File: src/rtl/calc_mac_seq.sv
// calc_mac_seq: sequential multiply-accumulate unit.
// Computes resultado = A*B + C (modo=0) or A*B + C*K (modo=1) using
// shift-add multipliers that retire one multiplier bit per clock. The
// result saturates to all ones on overflow, and overflow is flagged.
module calc_mac_seq #(
    parameter int WIDTH  = 16,
    parameter int KWIDTH = 8
) (
    input  logic              clk,
    input  logic              rst,
    input  logic [WIDTH-1:0]  A,
    input  logic [WIDTH-1:0]  B,
    input  logic [WIDTH-1:0]  C,
    input  logic [KWIDTH-1:0] K,
    input  logic              modo,
    input  logic              inicio,
    output logic              ocupado,
    output logic              pronto,
    output logic [WIDTH-1:0]  resultado,
    output logic              overflow
);

    localparam int MAXW = (WIDTH > KWIDTH) ? WIDTH : KWIDTH;
    localparam int CW   = $clog2(MAXW + 1);
    localparam int P1W  = 2 * WIDTH;
    localparam int P2W  = WIDTH + KWIDTH;
    localparam int SW   = ((P1W > P2W) ? P1W : P2W) + 1;

    localparam logic [CW-1:0] LAST_AB = CW'(WIDTH - 1);
    localparam logic [CW-1:0] LAST_CK = CW'(KWIDTH - 1);

    typedef enum logic [2:0] {
        IDLE,
        MUL_AB,
        MUL_CK,
        SOMA,
        FIM
    } state_t;

    state_t state;
    state_t state_next;

    logic              modo_r;
    logic [P1W-1:0]    a_sh;
    logic [WIDTH-1:0]  b_sh;
    logic [WIDTH-1:0]  c_r;
    logic [P2W-1:0]    c_sh;
    logic [KWIDTH-1:0] k_sh;
    logic [P1W-1:0]    acc1;
    logic [P2W-1:0]    acc2;
    logic [CW-1:0]     cnt;
    logic [SW-1:0]     sum;
    logic              sat;

    // Full-width final sum; any bit above WIDTH means the result must saturate
    always_comb begin
        sum = SW'(acc1) + (modo_r ? SW'(acc2) : SW'(c_r));
        sat = |sum[SW-1:WIDTH];
    end

    // State register; reset aborts whatever operation is in flight
    always_ff @(posedge clk) begin
        if (rst) begin
            state <= IDLE;
        end else begin
            state <= state_next;
        end
    end

    // Next-state selection: each multiply phase ends after its last multiplier bit
    always_comb begin
        state_next = state;
        case (state)
            IDLE:    if (inicio) state_next = MUL_AB;
            MUL_AB:  if (cnt == LAST_AB) state_next = modo_r ? MUL_CK : SOMA;
            MUL_CK:  if (cnt == LAST_CK) state_next = SOMA;
            SOMA:    state_next = FIM;
            FIM:     state_next = IDLE;
            default: state_next = IDLE;
        endcase
    end

    // Datapath: operand capture, shift-add iterations, saturation and handshake
    always_ff @(posedge clk) begin
        if (rst) begin
            modo_r    <= 1'b0;
            a_sh      <= '0;
            b_sh      <= '0;
            c_r       <= '0;
            c_sh      <= '0;
            k_sh      <= '0;
            acc1      <= '0;
            acc2      <= '0;
            cnt       <= '0;
            ocupado   <= 1'b0;
            pronto    <= 1'b0;
            resultado <= '0;
            overflow  <= 1'b0;
        end else begin
            case (state)
                IDLE: begin
                    if (inicio) begin
                        a_sh    <= P1W'(A);
                        b_sh    <= B;
                        c_r     <= C;
                        c_sh    <= P2W'(C);
                        k_sh    <= K;
                        modo_r  <= modo;
                        acc1    <= '0;
                        acc2    <= '0;
                        cnt     <= '0;
                        ocupado <= 1'b1;
                    end
                end
                MUL_AB: begin
                    if (b_sh[0]) acc1 <= acc1 + a_sh;
                    a_sh <= a_sh << 1;
                    b_sh <= b_sh >> 1;
                    cnt  <= (cnt == LAST_AB) ? '0 : cnt + CW'(1);
                end
                MUL_CK: begin
                    if (k_sh[0]) acc2 <= acc2 + c_sh;
                    c_sh <= c_sh << 1;
                    k_sh <= k_sh >> 1;
                    cnt  <= (cnt == LAST_CK) ? '0 : cnt + CW'(1);
                end
                SOMA: begin
                    resultado <= sat ? {WIDTH{1'b1}} : sum[WIDTH-1:0];
                    overflow  <= sat;
                    pronto    <= 1'b1;
                end
                FIM: begin
                    pronto  <= 1'b0;
                    ocupado <= 1'b0;
                end
                default: begin
                    pronto  <= 1'b0;
                    ocupado <= 1'b0;
                end
            endcase
        end
    end

endmodule
File: config.mk
export PLATFORM = sky130hd
export DESIGN_NAME = calc_mac_seq
export DESIGN_NICKNAME = d
export VERILOG_FILES = /design/src/rtl/calc_mac_seq.sv
export SDC_FILE = /design/constraint.sdc
export NUM_CORES = 1
export LEC_CHECK = 0
export CORE_MARGIN = 1
export CORE_UTILIZATION = 64
export CTS_CLUSTER_DIAMETER = 100
export CTS_CLUSTER_SIZE = 24
export DETAILED_ROUTE_END_ITERATION = 8
export PLACE_DENSITY = 0.93
export SETUP_SLACK_MARGIN = 0.05
export SYNTH_ARGS = -nofsm -noshare
export SYNTH_HDL_FRONTEND = slang
export SYNTH_SLANG_ARGS = --single-unit
File: constraint.sdc
create_clock -name clk -period 9.5 [get_ports clk]
set_input_delay 1.9 -clock clk [delete_from_list [all_inputs] [get_ports clk]]
set_output_delay 1.9 -clock clk [all_outputs]
set_load 0.01 [all_outputs]
==> summary.md <==
* Critical Path End Type: flip-flop
* Leakage: 5.059 nW
* Worst R2R Start: modo_r$_SDFFE_PP0P_
* crit path capture: resultado[8]$_SDFFE_PP0P_
* area share of the largest cell type after synthesis: 33.62%
* maximum clock path buffer count: 2
* Post-DRT Antenna Nets: 0
* power density normalized to cell area: 141.9 mW/mm^2
* input/output buffers: 78
* yosys warns: 0
* startpoint class of the critical path: flip-flop
* cell repeated most along the worst path: a211oi_1
* number of levels in the clock H-tree: 4
* Slew Viols, Final: 0
* leading area contributor after synthesis: dfxtp_1
* Cell Chain, Critical Path: mux2_2 -> ha_1 -> fa_1 -> a211oi_1 -> o211ai_1 -> nand2_1 -> o21ai_1 -> a21o_1 -> a21oi_1 -> mux2i_1 -> nor4_1 -> nand4_1 -> nor3_2 -> a211oi_1
* top achievable clock speed: 199.6 MHz
* CP Data Required Time: 9780 ps
* Yosys reg bits: 180
* count of non-filler cells in the finished layout: 1616
* Worst R2R End: resultado[8]$_SDFFE_PP0P_
* Die Y-Extent: 131.4 microns
* R2R cell count: 14
* number of DRC markers after the initial detailed-route iteration: 1105
* count of unique library cells instantiated by Yosys: 68
* I/O pin count: 79
* Die X-Extent: 131.4 microns
* wire length reported by the detailed router: 28200 microns
* most common library cell in the layout ignoring fill and taps: nand2_1
* commonest cells after routing, fill and taps aside: nand2_1, dfxtp_1, nor2_1
* WL/cell: 17.45 microns
* number of hold buffers added after cts: 0
* Least-Margin Pin Slew: 1321 ps
* class of the tightest hold or removal check: reg2reg
* count of inserted antenna diode cells: 0
* Final GP Congestion: 0.8899
* most area-consuming cells after synthesis: dfxtp_1, ha_1, nand2_1, a21oi_1, nor2_1
* number of vias in the routed layout: 10228
* FP Rows: 46
* Setup-failing EPs final: 0
* Slowest cell on crit path: dfxtp_1
* via count of the first global-routing pass: 9504
* wire length of the first global-routing pass: 46150 microns
* final clock period utilization by the worst path: 52.73%
* clock tree from TritonCTS: done
* insertion delay to the later sink of the worst-skew pair: 450 ps
* M3 GR Usage: 7.485%
* sw frac: 27.97%
* Vias/cell: 6.329
* post-synthesis instance total: 1356
* Filler Cells Inserted: 1159
* # Post-CTS Setup Buffers: 0
* Async S/R FF share, synth: 0%
* cell total after placement: 1584
* DIE AREA: 0.01727 sq mm
* initial cell density of the core: 66.51%
* number of synthesized flops with an enable pin: 0
* worst setup path startpoint: modo_r$_SDFFE_PP0P_
* pin count of the biggest net entering global routing: 106
* max-cap check violation count: 0
* hold violation total from the final report: 0
* layout-stage area growth over the synthesis result: 13.41%
* Comb pwr share: 11.8%
* Total GRT Usage: 32.93%
* unrepaired setup endpoints after global routing: no
* clock transition at the registers of the reported paths: 70 ps
* detailed-placement wirelength estimate: 19890 microns
* highest cell delay on the worst timing path: 980 ps
* layout net count: 1531
* Global Route met1 Usage: 42.69%
* Final min period: 5009 ps
* CTS sink count: 180
* share of the yosys chip area belonging to registers: 33.62%
* setup TNS: 0 ps
* synthesized area per cell: 7.904 sq um
* number of buffers added by the clock tree synthesis step: 17
* Layout Skew: 10.86 ps
* met2 routing resource usage after global routing: 52.53%
* Net Sw Power: 0.0004824 W
* remaining design rule violation count: 0
* share of final-layout standard cells stronger than drive strength 1: 6.071%
* dominant register cell in the synthesized netlist: dfxtp_1
* Post-Synthesis Net Count: 1500
* worst voltage drop across the vdd grid: 0.1349 mV
* setup slack of the most critical reg-to-reg path: 4490 ps
* data arrival time of the critical path: 5290 ps
* sequential fraction of design power: 47.1%
* relative max-transition margin: 11.88%
* length of the first detailed-routing pass in iterations: 7
* GRT overflow: 0
* busiest layer in global routing: met2
* status: finished clean
* CORE AREA: 0.01612 sq mm
* type of the worst setup path: reg2reg
* Synth Cell Area: 0.01072 sq mm
* number of antenna violations at the first check in global routing: 0
* maximum fanout along the worst path: 26
* cts repair resizes: 0
* clock group share of total power: 41.0%
* Internal Power: 0.001242 W
* root cell of the clock tree: clkbuf_16
## power groups by stage
stage	sequential [W]	clock [W]	combinational [W]
global route	0.000816	0.000744	0.000226
global placement	0.000828	0	0.000193
floorplan	0.000817	0	0.000143
CTS	0.000812	0.000710	0.000201
detailed placement	0.000829	0	0.000199
finish	0.000813	0.000707	0.000204
## Yosys cell counts, drive strengths merged, types with 5 or more instances
| cell | instances |
|---|---|
| buf | 6 |
| nand4 | 8 |
| o21ai | 48 |
| o31ai | 6 |
| nor2 | 149 |
| nor3 | 25 |
| and2 | 12 |
| a21oi | 121 |
| dfxtp | 180 |
| nand2b | 8 |
| xnor2 | 32 |
| a311oi | 38 |
| inv | 21 |
| nor2b | 5 |
| nor4 | 5 |
| mux2 | 16 |
| nand3 | 44 |
| a31oi | 23 |
| a21o | 37 |
| xor2 | 35 |
| ha | 81 |
| clkbuf | 71 |
| o21a | 12 |
| a22oi | 41 |
| o21bai | 7 |
| a211oi | 29 |
| nand2 | 224 |
| or2 | 5 |
| o211ai | 11 |
| or3 | 5 |
| o2111ai | 5 |
## sequential cells by signal, indices dropped and copies added, names as in the netlist, 3 cells and up
signal / cells
b_sh: 16
c_sh: 24
state: 3
k_sh: 8
acc2: 24
acc1: 32
c_r: 16
cnt: 5
resultado: 16
a_sh: 32
## metrics by stage
step                 power, W  hold WS (ps)  util, %  cell area, sq um  setup slack (ps)
floorplan           0.0009602         433.8        -             10720              5629
finish               0.001724         461.5    75.43             12160              4491
global placement     0.001020         443.3    71.77             11570              4775
detailed placement   0.001028         446.8    71.77             11570              4590
global route         0.001785         480.4    75.43             12160              4068
CTS                  0.001723         462.5    75.43             12160              4545
## final cells by class
cell class / count / area [sq um] / share of cell area [%]
sequential: 180 / 3603 / 29.64
multi-input combinational: 1078 / 6753 / 55.55
clock buffer: 18 / 439.2 / 3.613
clock inverter: 14 / 150.1 / 1.235
inverter: 21 / 78.83 / 0.6485
tap: 216 / 270.3 / 2.223
timing repair buffer: 89 / 860.8 / 7.082
## worst min path at each step
stage                        start  depth (start not counted)  slack (ps)             endpoint
2_1_floorplan  c_r[0]$_SDFFE_PP0P_                          2         430  c_r[0]$_SDFFE_PP0P_
3_3_place_gp   pronto$_SDFFE_PP0N_                          2         440  pronto$_SDFFE_PP0N_
3_5_place_dp   pronto$_SDFFE_PP0N_                          2         450  pronto$_SDFFE_PP0N_
6_report       pronto$_SDFFE_PP0N_                          2         460  pronto$_SDFFE_PP0N_
4_1_cts        pronto$_SDFFE_PP0N_                          2         460  pronto$_SDFFE_PP0N_
5_1_grt        c_r[2]$_SDFFE_PP0P_                          2         480  c_r[2]$_SDFFE_PP0P_
## kinds of logic (layout without fill, tap and decap cells)
family	Yosys count	after routing	share of synthesized area [%]
mux	18	18	1.868
flops	180	180	33.62
buf+inv	98	142	3.491
fa+ha+maj	84	84	10.02
xor+xnor	67	67	5.475
compound gates	406	406	25.46
simple gates	503	503	20.07
## routing by layer
metal | part of all wire [%] | vias to the layer above | routed length [microns]
met5 | 0 | - | 0
met4 | 3.3 | 0 | 917
met3 | 7.3 | 80 | 2060
met2 | 46 | 414 | 13000
met1 | 43 | 4763 | 12230
li1 | - | 4971 | -
## critical path, delay by kind of cell (launching register included)
kind,cells,cell delay (ps)
compound gates,6,1160
fa+ha+maj,2,660
flops,1,980
mux,2,540
simple gates,4,1490
No activity file was read; power rests on OpenSTA's default activity.
